==> config.mk <==
export PLATFORM = sky130hd
export DESIGN_NAME = div_arbiter
export DESIGN_NICKNAME = d
export VERILOG_FILES = /design/src/rtl/div_arbiter.sv
export SDC_FILE = /design/constraint.sdc
export NUM_CORES = 1
export LEC_CHECK = 0
export ABC_AREA = 1
export CORE_MARGIN = 4
export CORE_UTILIZATION = 52
export CTS_CLUSTER_SIZE = 30
export DETAILED_ROUTE_END_ITERATION = 10
export HOLD_SLACK_MARGIN = 0.15
export PLACE_DENSITY = 0.76
export SYNTH_ARGS = -nofsm -noshare
export SYNTH_HDL_FRONTEND = slang
export SYNTH_SLANG_ARGS = --single-unit
export TNS_END_PERCENT = 50
==> constraint.sdc <==
create_clock -name Clk -period 3.2 [get_ports Clk]
set_clock_uncertainty 0.1 [all_clocks]
set_input_delay 0.64 -clock Clk [delete_from_list [all_inputs] [get_ports Clk]]
set_output_delay 0.64 -clock Clk [all_outputs]
set_load 0.05 [all_outputs]
==> src/rtl/div_arbiter.sv <==
// Two-requester round-robin arbiter sharing one repeated-subtraction divider.
// Optional macro DIV_ZERO_CHECK_EN: a zero divisor ends the division with err set.
module div_arbiter #(
  parameter int unsigned WIDTH = 16
) (
  input  logic             Clk,
  input  logic             Rst,
  input  logic             req0,
  input  logic [WIDTH-1:0] A0,
  input  logic [WIDTH-1:0] B0,
  input  logic             req1,
  input  logic [WIDTH-1:0] A1,
  input  logic [WIDTH-1:0] B1,
  output logic [WIDTH-1:0] count,
  output logic [WIDTH-1:0] rem,
  output logic             ack0,
  output logic             ack1,
  output logic             busy,
  output logic             err
);

  localparam logic [1:0] IDLE = 2'd0;
  localparam logic [1:0] RUN  = 2'd1;
  localparam logic [1:0] DONE = 2'd2;

  logic [1:0]       state, state_nxt;
  logic [WIDTH-1:0] m, m_nxt;
  logic [WIDTH-1:0] n, n_nxt;
  logic [WIDTH-1:0] q, q_nxt;
  logic [WIDTH-1:0] count_nxt, rem_nxt;
  logic             ack0_nxt, ack1_nxt, busy_nxt;
  logic             gnt, gnt_nxt;
  logic             last, last_nxt;
  logic             pick;

`ifdef DIV_ZERO_CHECK_EN
  logic err_q, err_nxt;
  assign err = err_q;
`else
  assign err = 1'b0;
`endif

  // State and datapath registers; reset leaves requester 1 as last served
  always_ff @(posedge Clk or posedge Rst) begin
    if (Rst) begin
      state <= IDLE;
      m     <= '0;
      n     <= '0;
      q     <= '0;
      count <= '0;
      rem   <= '0;
      ack0  <= 1'b0;
      ack1  <= 1'b0;
      busy  <= 1'b0;
      gnt   <= 1'b0;
      last  <= 1'b1;
`ifdef DIV_ZERO_CHECK_EN
      err_q <= 1'b0;
`endif
    end else begin
      state <= state_nxt;
      m     <= m_nxt;
      n     <= n_nxt;
      q     <= q_nxt;
      count <= count_nxt;
      rem   <= rem_nxt;
      ack0  <= ack0_nxt;
      ack1  <= ack1_nxt;
      busy  <= busy_nxt;
      gnt   <= gnt_nxt;
      last  <= last_nxt;
`ifdef DIV_ZERO_CHECK_EN
      err_q <= err_nxt;
`endif
    end
  end

  // Next-state and next-output logic
  always_comb begin
    state_nxt = state;
    m_nxt     = m;
    n_nxt     = n;
    q_nxt     = q;
    count_nxt = count;
    rem_nxt   = rem;
    ack0_nxt  = ack0;
    ack1_nxt  = ack1;
    busy_nxt  = busy;
    gnt_nxt   = gnt;
    last_nxt  = last;
`ifdef DIV_ZERO_CHECK_EN
    err_nxt   = err_q;
`endif
    // On a tie the requester not served last wins
    pick = (req0 && req1) ? ~last : req1;

    case (state)
      IDLE: begin
        if (req0 || req1) begin
          gnt_nxt   = pick;
          m_nxt     = pick ? A1 : A0;
          n_nxt     = pick ? B1 : B0;
          q_nxt     = '0;
          busy_nxt  = 1'b1;
          state_nxt = RUN;
`ifdef DIV_ZERO_CHECK_EN
          err_nxt   = 1'b0;
`endif
        end
      end
      RUN: begin
`ifdef DIV_ZERO_CHECK_EN
        if (n == '0) begin
          count_nxt = '1;
          rem_nxt   = m;
          err_nxt   = 1'b1;
          ack0_nxt  = ~gnt;
          ack1_nxt  = gnt;
          state_nxt = DONE;
        end else
`endif
        if (m >= n) begin
          m_nxt = m - n;
          q_nxt = q + WIDTH'(1);
        end else begin
          count_nxt = q;
          rem_nxt   = m;
          ack0_nxt  = ~gnt;
          ack1_nxt  = gnt;
          state_nxt = DONE;
        end
      end
      DONE: begin
        ack0_nxt  = 1'b0;
        ack1_nxt  = 1'b0;
        busy_nxt  = 1'b0;
        last_nxt  = gnt;
        state_nxt = IDLE;
      end
      default: begin
        state_nxt = IDLE;
      end
    endcase
  end

endmodule

==> results.sh <==
export IMPL_setup_slack_ns=0.667
export IMPL_hpwl_um=10400
export IMPL_clock_path_buffers=2
export IMPL_netlist_cell_type_count=34
export IMPL_met1Wirelength_um=6260
export IMPL_hold_buffers=0
export IMPL_initial_core_util=0.534
export IMPL_grt_pass1_vias=4829
export IMPL_pre_cts_ws_ns=0.644
export IMPL_finish_utilization=0.663
export IMPL_diodes=0
export IMPL_core_area_um2=9820
export IMPL_hp_class="register to register"
export IMPL_slew_violations=0
export IMPL_power_mw=6.77
export IMPL_worstHoldPathCells=2
export IMPL_syn_num_nets=808
export IMPL_avgSynthCellArea_um2=7.26
export IMPL_cts_tree="done"
export IMPL_highest_layer="met4"
export IMPL_fillers=907
export IMPL_fin_area_um2=6510
export IMPL_clkLatencyLatePin_ns=0.36
export IMPL_synth_top_area_frac=0.410
export IMPL_startpoint_type="register"
export IMPL_timing_fmax_ghz=0.395
export IMPL_whs_ns=0.386
export IMPL_die_x_um=108
export IMPL_overflow=0
export IMPL_dieArea_um2=11800
export IMPL_final_nets=901
export IMPL_r2r_cells=15
export IMPL_end_kind="register"
export IMPL_port_buffers=102
export IMPL_syn_cell_area_um2=5250
export IMPL_synth_area_leaders="dfrtp_1, nand2_1, inv_1"
export IMPL_crit_required_ns=3.40
export IMPL_postCtsSetupRepairBufs=0
export IMPL_cts_sinks=87
export IMPL_drt_initial_drc_count=285
export IMPL_rsz0062_at_grt="false"
export IMPL_yosysTopAreaCell="dfrtp_1"
export IMPL_synth_cells=722
export IMPL_via_per_inst=5.14
export IMPL_wl_um=13600
export IMPL_die_y_um=108
export IMPL_layout_min_cycle_time_ns=2.53
export IMPL_slew_headroom=0.480
export IMPL_setup_viol=0
export IMPL_instances_no_fill=953
export IMPL_finalWeightedCongestion=0.960
export IMPL_cts_resized=0
export IMPL_grt_pass1_wl_um=23200
export IMPL_ys_warn_count=0
export IMPL_yosysSeqAreaShare=0.415
export IMPL_grt_usage=0.248
export IMPL_vias=4902
export IMPL_tightest_slew_ns=0.779
export IMPL_clk_pin_slew_ns=0.08
export IMPL_worstPathMaxFanout=12
export IMPL_antenna_found_initial=0
export IMPL_met3_length_um=765
export IMPL_critPathArrivalTime_ns=2.73
export IMPL_max_cap_violations=0
export IMPL_ys_ff_latch=87
export IMPL_drive_gt1_frac=0.0634
export IMPL_placedCellCount=937
export IMPL_place_area_um2=6330
export IMPL_met2_length_um=6360
export IMPL_min_period_over_period=0.792
export IMPL_numCtsBuffers=9
export IMPL_r2r_slack_ns=0.67
export IMPL_crit_type="register to register"
export IMPL_grt_max_degree=48
export IMPL_hold_viol=0
export IMPL_drc=0
export IMPL_cts_root_buf="clkbuf_8"
export IMPL_first_pass_iters=5
export IMPL_ant_nets=0
export IMPL_cts_htree_levels=3
export IMPL_ir_drop_v=0.000492
export IMPL_pin_count=104
export IMPL_power_leakage_nw=3.20
export IMPL_status="finished, final reports clean"
export IMPL_avgRoutedWirePerCell_um=14.2
export IMPL_setup_tns_ns=0
export IMPL_rows=36
export IMPL_syn_to_final_growth_pct=24.1
export IMPL_power_density_nw_per_um2=1040
[synth_stat cells]
master      n
a21oi_1     9
a31oi_1     2
and2_4      1
buf_1       2
buf_2       2
buf_4       5
buf_6       7
buf_8       1
clkbuf_1   13
conb_1      1
dfrtp_1    86
dfstp_2     1
fa_1        1
ha_1       17
inv_1      79
nand2_1   236
nand2_2    12
nand2_4     1
nand2_8     2
nand3_1    54
nand3_2     3
nand3b_1    3
nand4_1     3
nor2_1     68
nor2_2      3
nor3_1     18
nor3_2      1
o21ai_0    44
o21ai_1    10
o21ai_2     3
o22ai_1    20
or2_1       1
xnor2_1     1
xor2_1     12
[power by group]
group / switching, mW / internal, mW / leakage (nW) / total (mW)
Clock: 0.390 / 0.361 / 0.0943 / 0.751
Combinational: 2.85 / 1.43 / 1.98 / 4.28
Sequential: 0.256 / 1.48 / 1.12 / 1.73
[flip-flops by register name (all words and copies together), names as in the netlist]
signal	cells
ack0	1
ack1	1
busy	1
count	16
gnt	1
last	1
m	16
n	16
q	16
rem	16
state	2
[layout make-up]
cell class / instances / area (um2) / area share
clock inverters: 4 / 48.8 / 0.00749
clock buffers: 12 / 135 / 0.0208
flip-flops and latches: 87 / 2180 / 0.335
inverters: 79 / 298 / 0.0457
repair buffers: 112 / 1110 / 0.170
well taps: 133 / 166 / 0.0256
multi-input cells: 526 / 2580 / 0.396
[worst paths after layout]
check	from	end
min in group asynchronous	Rst	rem[2]
max in group asynchronous	Rst	count[14]
worst min register to register	rem[6]	rem[6]
worst max-delay path	m[0]	rem[1]
worst min-delay path	rem[6]	rem[6]
worst max register to register	m[0]	rem[1]
[cells in the final DEF (no fill, tap or decap), types with 2 or more instances in the layout]
cell type | Yosys | routed
inv_1 | 79 | 78
o21ai_0 | 44 | 43
clkbuf_8 | 0 | 9
nor3_1 | 18 | 18
xor2_1 | 12 | 12
nand3_1 | 54 | 54
ha_1 | 17 | 17
a31oi_1 | 2 | 2
nand2_1 | 236 | 236
nand2_8 | 2 | 2
nor2_2 | 3 | 3
dfrtp_1 | 86 | 86
buf_4 | 5 | 9
nand3_2 | 3 | 3
nand4_1 | 3 | 3
o21ai_2 | 3 | 4
clkbuf_1 | 13 | 3
a21oi_1 | 9 | 9
o22ai_1 | 20 | 20
nand3b_1 | 3 | 3
clkinv_2 | 0 | 3
nand2_2 | 12 | 12
clkdlybuf4s50_1 | 0 | 102
o21ai_1 | 10 | 10
nor2_1 | 68 | 68
[cell families after synthesis]
family / share of synthesized area
DFF: 0.415
and+or+nand+nor: 0.332
buffers and inverters: 0.0942
xor gates and xnor gates: 0.0217
other: 0.000715
adders and majority gates: 0.0444
AOI/OAI and AO/OA: 0.0914
[metal layers]
metal  global-route usage  vias to the layer above
met5                    0                        -
met4               0.0676                        0
met3               0.0454                       15
met2                0.404                      116
met1                0.340                     2297
li1                     -                     2474
[critical path, stage by stage, from the launching register on]
cell	delay (ns)
dfrtp_1	0.38
inv_1	0.07
ha_1	0.15
inv_1	0.07
fa_1	0.39
nand2_1	0.10
nand2_1	0.07
and2_4	0.15
nand2_2	0.06
nand3_2	0.06
nand2_2	0.09
nand3_2	0.07
inv_1	0.35
buf_4	0.24
nand2_1	0.07
nand2_1	0.06
(Power assumes the default switching activity.)
